==> config.mk <==
export PLATFORM = sky130hd
export DESIGN_NAME = gshare_pht
export DESIGN_NICKNAME = d
export VERILOG_FILES = /design/src/rtl/branch_pred_pkg.sv /design/src/rtl/pht_ctr_array.sv /design/src/rtl/gshare_pht.sv
export SDC_FILE = /design/constraint.sdc
export NUM_CORES = 1
export LEC_CHECK = 0
export BUFFER_PORTS_ARGS = -buffer_cell sky130_fd_sc_hd__buf_2
export CAP_MARGIN = 5
export CORE_MARGIN = 2
export CORE_UTILIZATION = 55
export DETAILED_ROUTE_END_ITERATION = 12
export PLACE_DENSITY_LB_ADDON = 0.1
export SYNTH_ARGS = -nofsm -noshare
export SYNTH_HDL_FRONTEND = slang
export SYNTH_HIERARCHICAL = 1
export SYNTH_SLANG_ARGS = --single-unit
==> constraint.sdc <==
create_clock -name clk -period 3.3 [get_ports clk]
set_input_delay 0.165 -clock clk [delete_from_list [all_inputs] [get_ports clk]]
set_output_delay 0.165 -clock clk [all_outputs]
set_load 0.005 [all_outputs]
==> src/rtl/branch_pred_pkg.sv <==
// Shared branch-predictor types, defaults and helper functions.
// For CTR_W=2 the counter values keep their usual meaning:
// 3 = strongly taken, 2 = weakly taken, 1 = weakly not taken, 0 = strongly not taken.
package branch_pred_pkg;

  localparam int unsigned DEPTH_DEF    = 64;
  localparam int unsigned CTR_W_DEF    = 2;
  localparam int unsigned HIST_LEN_DEF = 6;

  // Widest counter and index the helpers handle; callers keep the low bits.
  localparam int unsigned CTR_W_MAX = 4;
  localparam int unsigned IDX_W_MAX = 16;

  typedef logic [CTR_W_MAX-1:0] ctr_t;
  typedef logic [IDX_W_MAX-1:0] idx_t;

  // One saturating step of a ctr_w-bit counter toward the resolved direction.
  function automatic ctr_t sat_next(input ctr_t ctr, input logic taken,
                                    input int unsigned ctr_w);
    ctr_t top_v;
    top_v = ctr_t'((1 << ctr_w) - 1);
    if (taken) return (ctr == top_v) ? ctr : ctr + ctr_t'(1);
    else       return (ctr == '0)    ? ctr : ctr - ctr_t'(1);
  endfunction

  // gshare hash: word-aligned PC bits XOR zero-extended history.
  // PC bits above idx_w+1 are discarded.
  function automatic idx_t pht_index(input logic [31:0] pc, input idx_t hist,
                                     input int unsigned idx_w);
    logic [31:0] mask;
    mask = (32'd1 << idx_w) - 32'd1;
    return idx_t'((pc >> 2) & mask) ^ hist;
  endfunction

endpackage

==> src/rtl/pht_ctr_array.sv <==
// Counter storage for the pattern history table: one saturating update and
// one registered read per cycle, with write-to-read bypass on a shared index.
module pht_ctr_array
  import branch_pred_pkg::*;
#(
  parameter int unsigned DEPTH = DEPTH_DEF,
  parameter int unsigned CTR_W = CTR_W_DEF,
  parameter int unsigned IDX_W = $clog2(DEPTH)
) (
  input  logic             clk,
  input  logic             rst,
  input  logic             rd_en,
  input  logic [IDX_W-1:0] rd_idx,
  output logic             rd_msb,
  input  logic             wr_en,
  input  logic [IDX_W-1:0] wr_idx,
  input  logic             wr_taken
);

  // Weakly not taken: the largest value whose MSB is still 0.
  localparam logic [CTR_W-1:0] CTR_INIT = CTR_W'((1 << (CTR_W - 1)) - 1);

  logic [CTR_W-1:0] mem [DEPTH];
  logic [CTR_W-1:0] wr_val;
  logic [CTR_W-1:0] rd_ctr;
  ctr_t             wr_full;

  // Post-update value of the entry being written, and the read value with bypass.
  always_comb begin
    wr_full = sat_next(ctr_t'(mem[wr_idx]), wr_taken, CTR_W);
    wr_val  = wr_full[CTR_W-1:0];
    rd_ctr  = (wr_en && (wr_idx == rd_idx)) ? wr_val : mem[rd_idx];
  end

  // Counter storage, its reset initialisation, and the registered read.
  // NOTE: the table must come out of reset weakly-not-taken rather than zero,
  // so every entry is reset explicitly; this keeps it in flops, not a RAM macro.
  always_ff @(posedge clk) begin
    if (rst) begin
      for (int i = 0; i < int'(DEPTH); i++) mem[i] <= CTR_INIT;
      rd_msb <= 1'b0;
    end else begin
      if (wr_en) mem[wr_idx] <= wr_val;
      rd_msb <= rd_en & rd_ctr[CTR_W-1];
    end
  end

endmodule

==> src/rtl/gshare_pht.sv <==
// gshare direction predictor: PC XOR global history indexes a table of
// saturating counters; owns the speculative GHR and its mispredict repair.
module gshare_pht
  import branch_pred_pkg::*;
#(
  parameter int unsigned DEPTH    = DEPTH_DEF,
  parameter int unsigned CTR_W    = CTR_W_DEF,
  parameter int unsigned HIST_LEN = HIST_LEN_DEF
) (
  input  logic                clk,
  input  logic                rst,
  input  logic                lookup_valid,
  input  logic [31:0]         lookup_pc,
  output logic                pred_valid,
  output logic                pred_taken,
  output logic [HIST_LEN-1:0] pred_ghr,
  input  logic                upd_valid,
  input  logic [31:0]         upd_pc,
  input  logic [HIST_LEN-1:0] upd_ghr,
  input  logic                upd_taken,
  input  logic                upd_mispredict
);

  localparam int unsigned IDX_W = $clog2(DEPTH);

  logic [HIST_LEN-1:0] ghr;
  logic [HIST_LEN-1:0] ghr_spec;
  logic [HIST_LEN-1:0] ghr_fix;
  logic [IDX_W-1:0]    lookup_idx;
  logic [IDX_W-1:0]    upd_idx;
  idx_t                lookup_full;
  idx_t                upd_full;

  // Table indices for the fetch lookup and the resolved-branch update.
  always_comb begin
    lookup_full = pht_index(lookup_pc, idx_t'(ghr), IDX_W);
    upd_full    = pht_index(upd_pc, idx_t'(upd_ghr), IDX_W);
    lookup_idx  = lookup_full[IDX_W-1:0];
    upd_idx     = upd_full[IDX_W-1:0];
  end

  // Next history values: speculative shift of the prediction, or rebuild
  // from the history the mispredicted branch was predicted with.
  if (HIST_LEN == 1) begin : g_hist_one
    assign ghr_spec = pred_taken;
    assign ghr_fix  = upd_taken;
  end else begin : g_hist_many
    assign ghr_spec = {ghr[HIST_LEN-2:0], pred_taken};
    assign ghr_fix  = {upd_ghr[HIST_LEN-2:0], upd_taken};
  end

  pht_ctr_array #(
    .DEPTH (DEPTH),
    .CTR_W (CTR_W),
    .IDX_W (IDX_W)
  ) u_ctr_array (
    .clk      (clk),
    .rst      (rst),
    .rd_en    (lookup_valid),
    .rd_idx   (lookup_idx),
    .rd_msb   (pred_taken),
    .wr_en    (upd_valid),
    .wr_idx   (upd_idx),
    .wr_taken (upd_taken)
  );

  // GHR update (repair beats speculation) and the registered prediction side-band.
  // NOTE: every register here is written with <= so each reads the others'
  // pre-edge values; pred_ghr must capture the GHR before this edge's shift.
  always_ff @(posedge clk) begin
    if (rst) begin
      ghr        <= '0;
      pred_valid <= 1'b0;
      pred_ghr   <= '0;
    end else begin
      if (upd_valid && upd_mispredict) ghr <= ghr_fix;
      else if (pred_valid)             ghr <= ghr_spec;
      pred_valid <= lookup_valid;
      pred_ghr   <= ghr;
    end
  end

endmodule

==> summary.md <==
| Metric | Value |
|---|---|
| Run status | complete, no violations |
| Total Neg Setup Slack | 0 ps |
| Placed cell count | 881 |
| Largest cells by area after synthesis | edfxtp_1, mux4_2, nor3_2, dfxtp_1, mux2i_1 |
| Number of global-route vias before repair | 5,730 |
| First-pass GRT wire length | 32,100 µm |
| Die Height | 126 µm |
| CTS resizes | 0 |
| WP data required | 3610 ps |
| Vias | 5,738 |
| Distinct cell type count after synthesis | 58 |
| Core footprint | 14,500 µm² |
| Final-stage net count | 793 |
| WS Path Type | flop to flop |
| Via density | 6.28 |
| DP Worst Slack | 62.7 ps |
| Post CTS Setup Buffer Count | 0 |
| Hold depth | 3 |
| DR iter-0 viols | 634 |
| Full die area | 15,800 µm² |
| FF-to-FF End | u_ctr_array/rd_msb$_SDFF_PP0_ |
| Top_reg_cell synth | edfxtp_1 |
| Number of synthesized register bits | 142 |
| Worst R2R Setup Slack | 510 ps |
| GRT Total Usage | 27.0% |
| Crit path DAT | 3100 ps |
| Post-synthesis async set-or-reset flop share | 0% |
| RSZ-0062 raised after global routing | no |
| Slew @ Worst Pin | 978 ps |
| Clk slew on worst S/H paths | 60 ps |
| Rows | 44 |
| CP max FO | 10 |
| Residual overflow from global routing | 0 |
| CTS tree | built |
| Starting Density | 56.1% |
| Final worst slack | 507 ps |
| Post-DP HPWL | 14,400 µm |
| DRC viols | 0 |
| Layout Cells excl Fill | 914 |
| Die Span X | 126 µm |
| Synth area leader | edfxtp_1 |
| Sequential share of the synthesized area | 50.5% |
| Yosys warnings | 6 |
| Initial antenna violation count | 0 |
| TritonCTS sink count | 142 |
| Mean post-synth cell area | 12.0 µm² |
| Fmax | 358 MHz |
| Final setup viols | 0 |
| Synth top cells by count | edfxtp_1, nand2_1, nor2_1, nand3_1, nor3_2 |
| Pwr/cell area | 540 nW/µm² |
| Router iterations before antenna repair | 5 |
| IO Port Bufs | 31 |
| RR Startpoint | ghr[1]$_SDFFE_PP0P_ |
| Total leakage power | 3.08 nW |
| FILL cells | 1,106 |
| Io pins | 84 |
| Clock skew | 6.78 ps |
| Max Slew Vio Count | 0 |
| Ant diodes | 0 |
| CP Launch Type | flop |
| Top-area cell type share of the netlist area | 47.1% |
| Power, Total | 4.99 mW |
| Worst reg-to-reg path cell count | 8 |
| Detailed-route wire length | 20,700 µm |
| Final Cycle Share | 84.7% |
| Worst min-delay path class | input pin to flop |
| Clock root cell | clkbuf_16 |
| Post-synth EDFFs | 128 |
| Mapped Area | 8160 µm² |
| Crit path to | u_ctr_array/rd_msb$_SDFF_PP0_ |
| Gpl congestion | 0.852 |
| Critical Path Start | ghr[1]$_SDFFE_PP0P_ |
| Post-CTS Hold Buffers | 1 |
| Cts bufs inserted | 17 |
| Layout cells sized above 1 | 32.2% |
| Fin crit period | 2790 ps |
| Top-count cell post-synth | edfxtp_1 |
| Layout area overhead | 13.4% |
| Worst slew margin | 34.3% |
| Max-Cap Viols | 0 |
| Net Count, Synth | 757 |
| Pin count of the biggest net entering global routing | 33 |
| H-tree levels | 4 |
| WL per Instance | 22.6 µm |
| Hold Fails Final Rpt | 0 |
| Crit end category | flop |
| Clk buf depth | 2 |
| Clk_lat worst skew | 420 ps |
| VDD IR max | 0.403 mV |
| Synth Instances | 681 |
| Post-route ant nets | 0 |
==> cell usage in the layout (no fill, tap or decap), drive strengths merged, types with 14 or more instances in the layout <==
cell type	Yosys	routed
edfxtp	128	128
dfxtp	14	14
nand3	43	43
nand2b	21	21
mux4	33	33
or2	32	32
xor2	15	15
mux2i	28	28
nor2	62	62
a21o	15	15
nor3	52	52
buf	42	76
clkbuf	18	19
nand2	63	63
==> registers in the layout (all words and copies together), names as in the netlist <==
name	flops
pred_ghr	6
ghr	6
pred_valid	1
u_ctr_array/mem	128
u_ctr_array/rd_msb	1
==> layout make-up <==
type	instances	area, µm²	area share [%]
Multi-Input combinational cell	475	3710	40.1
Timing Repair Buffer	77	591	6.38
Clock buffer	19	433	4.68
Clock inverter	13	148	1.60
Inverter	4	15.0	0.162
Tap cell	184	230	2.49
Sequential cell	142	4120	44.6
==> how the worst min path moves through the flow <==
stage	slack, ps	startpoint	endpoint
final	70	upd_taken	u_ctr_array/rd_msb$_SDFF_PP0_
after global routing	70	upd_taken	u_ctr_array/rd_msb$_SDFF_PP0_
after CTS	50	upd_taken	u_ctr_array/rd_msb$_SDFF_PP0_
after detailed placement	420	lookup_valid	pred_valid$_SDFF_PP0_
after global placement	410	lookup_valid	pred_valid$_SDFF_PP0_
after floorplan	240	rst	pred_ghr[0]$_SDFF_PP0_
==> critical path, stage by stage (launching register included) <==
cell,delay [ps]
dfxtp_1,420
xor2_2,660
buf_4,250
mux4_2,330
mux4_2,500
a211oi_1,240
a21oi_1,80
nand4b_1,130
o21ai_1,70
==> stage by stage <==
stage / util, % / instance area [µm²] / hold WS (ps)
6_report: 63.7 / 9250 / 66.8
5_1_grt: 63.7 / 9250 / 66.4
4_1_cts: 63.7 / 9250 / 45.6
3_5_place_dp: 59.6 / 8660 / 423
3_3_place_gp: 59.6 / 8660 / 412
2_1_floorplan: - / 8160 / 237
==> metal layers <==
| metal | GRT usage [%] | routed length (µm) | vias to the layer above |
|---|---|---|---|
| li1 | - | - | 2600 |
| met1 | 36.0 | 8490 | 2803 |
| met2 | 43.8 | 10000 | 283 |
| met5 | 0 | 0 | - |
| met4 | 11.4 | 593 | 0 |
| met3 | 5.23 | 1550 | 52 |
==> power breakdown <==
| part | switching, mW | internal, mW | leakage [nW] |
|---|---|---|---|
| Sequential | 0.0322 | 2.01 | 1.26 |
| Clock | 0.722 | 1.17 | 0.275 |
| Combinational | 0.653 | 0.404 | 1.54 |
==> cells by family (layout without fill, tap and decap cells) <==
group / after synthesis / in the layout / synth area share [%]
xor gates and xnor gates: 18 / 18 / 1.93
DFF: 142 / 142 / 50.5
and+or+nand+nor: 317 / 317 / 22.4
muxes: 70 / 70 / 13.8
AOI/OAI and AO/OA: 68 / 68 / 6.06
buffers and inverters: 64 / 113 / 4.97
adders and majority gates: 2 / 2 / 0.276
Power figures use the tool's default switching activity.
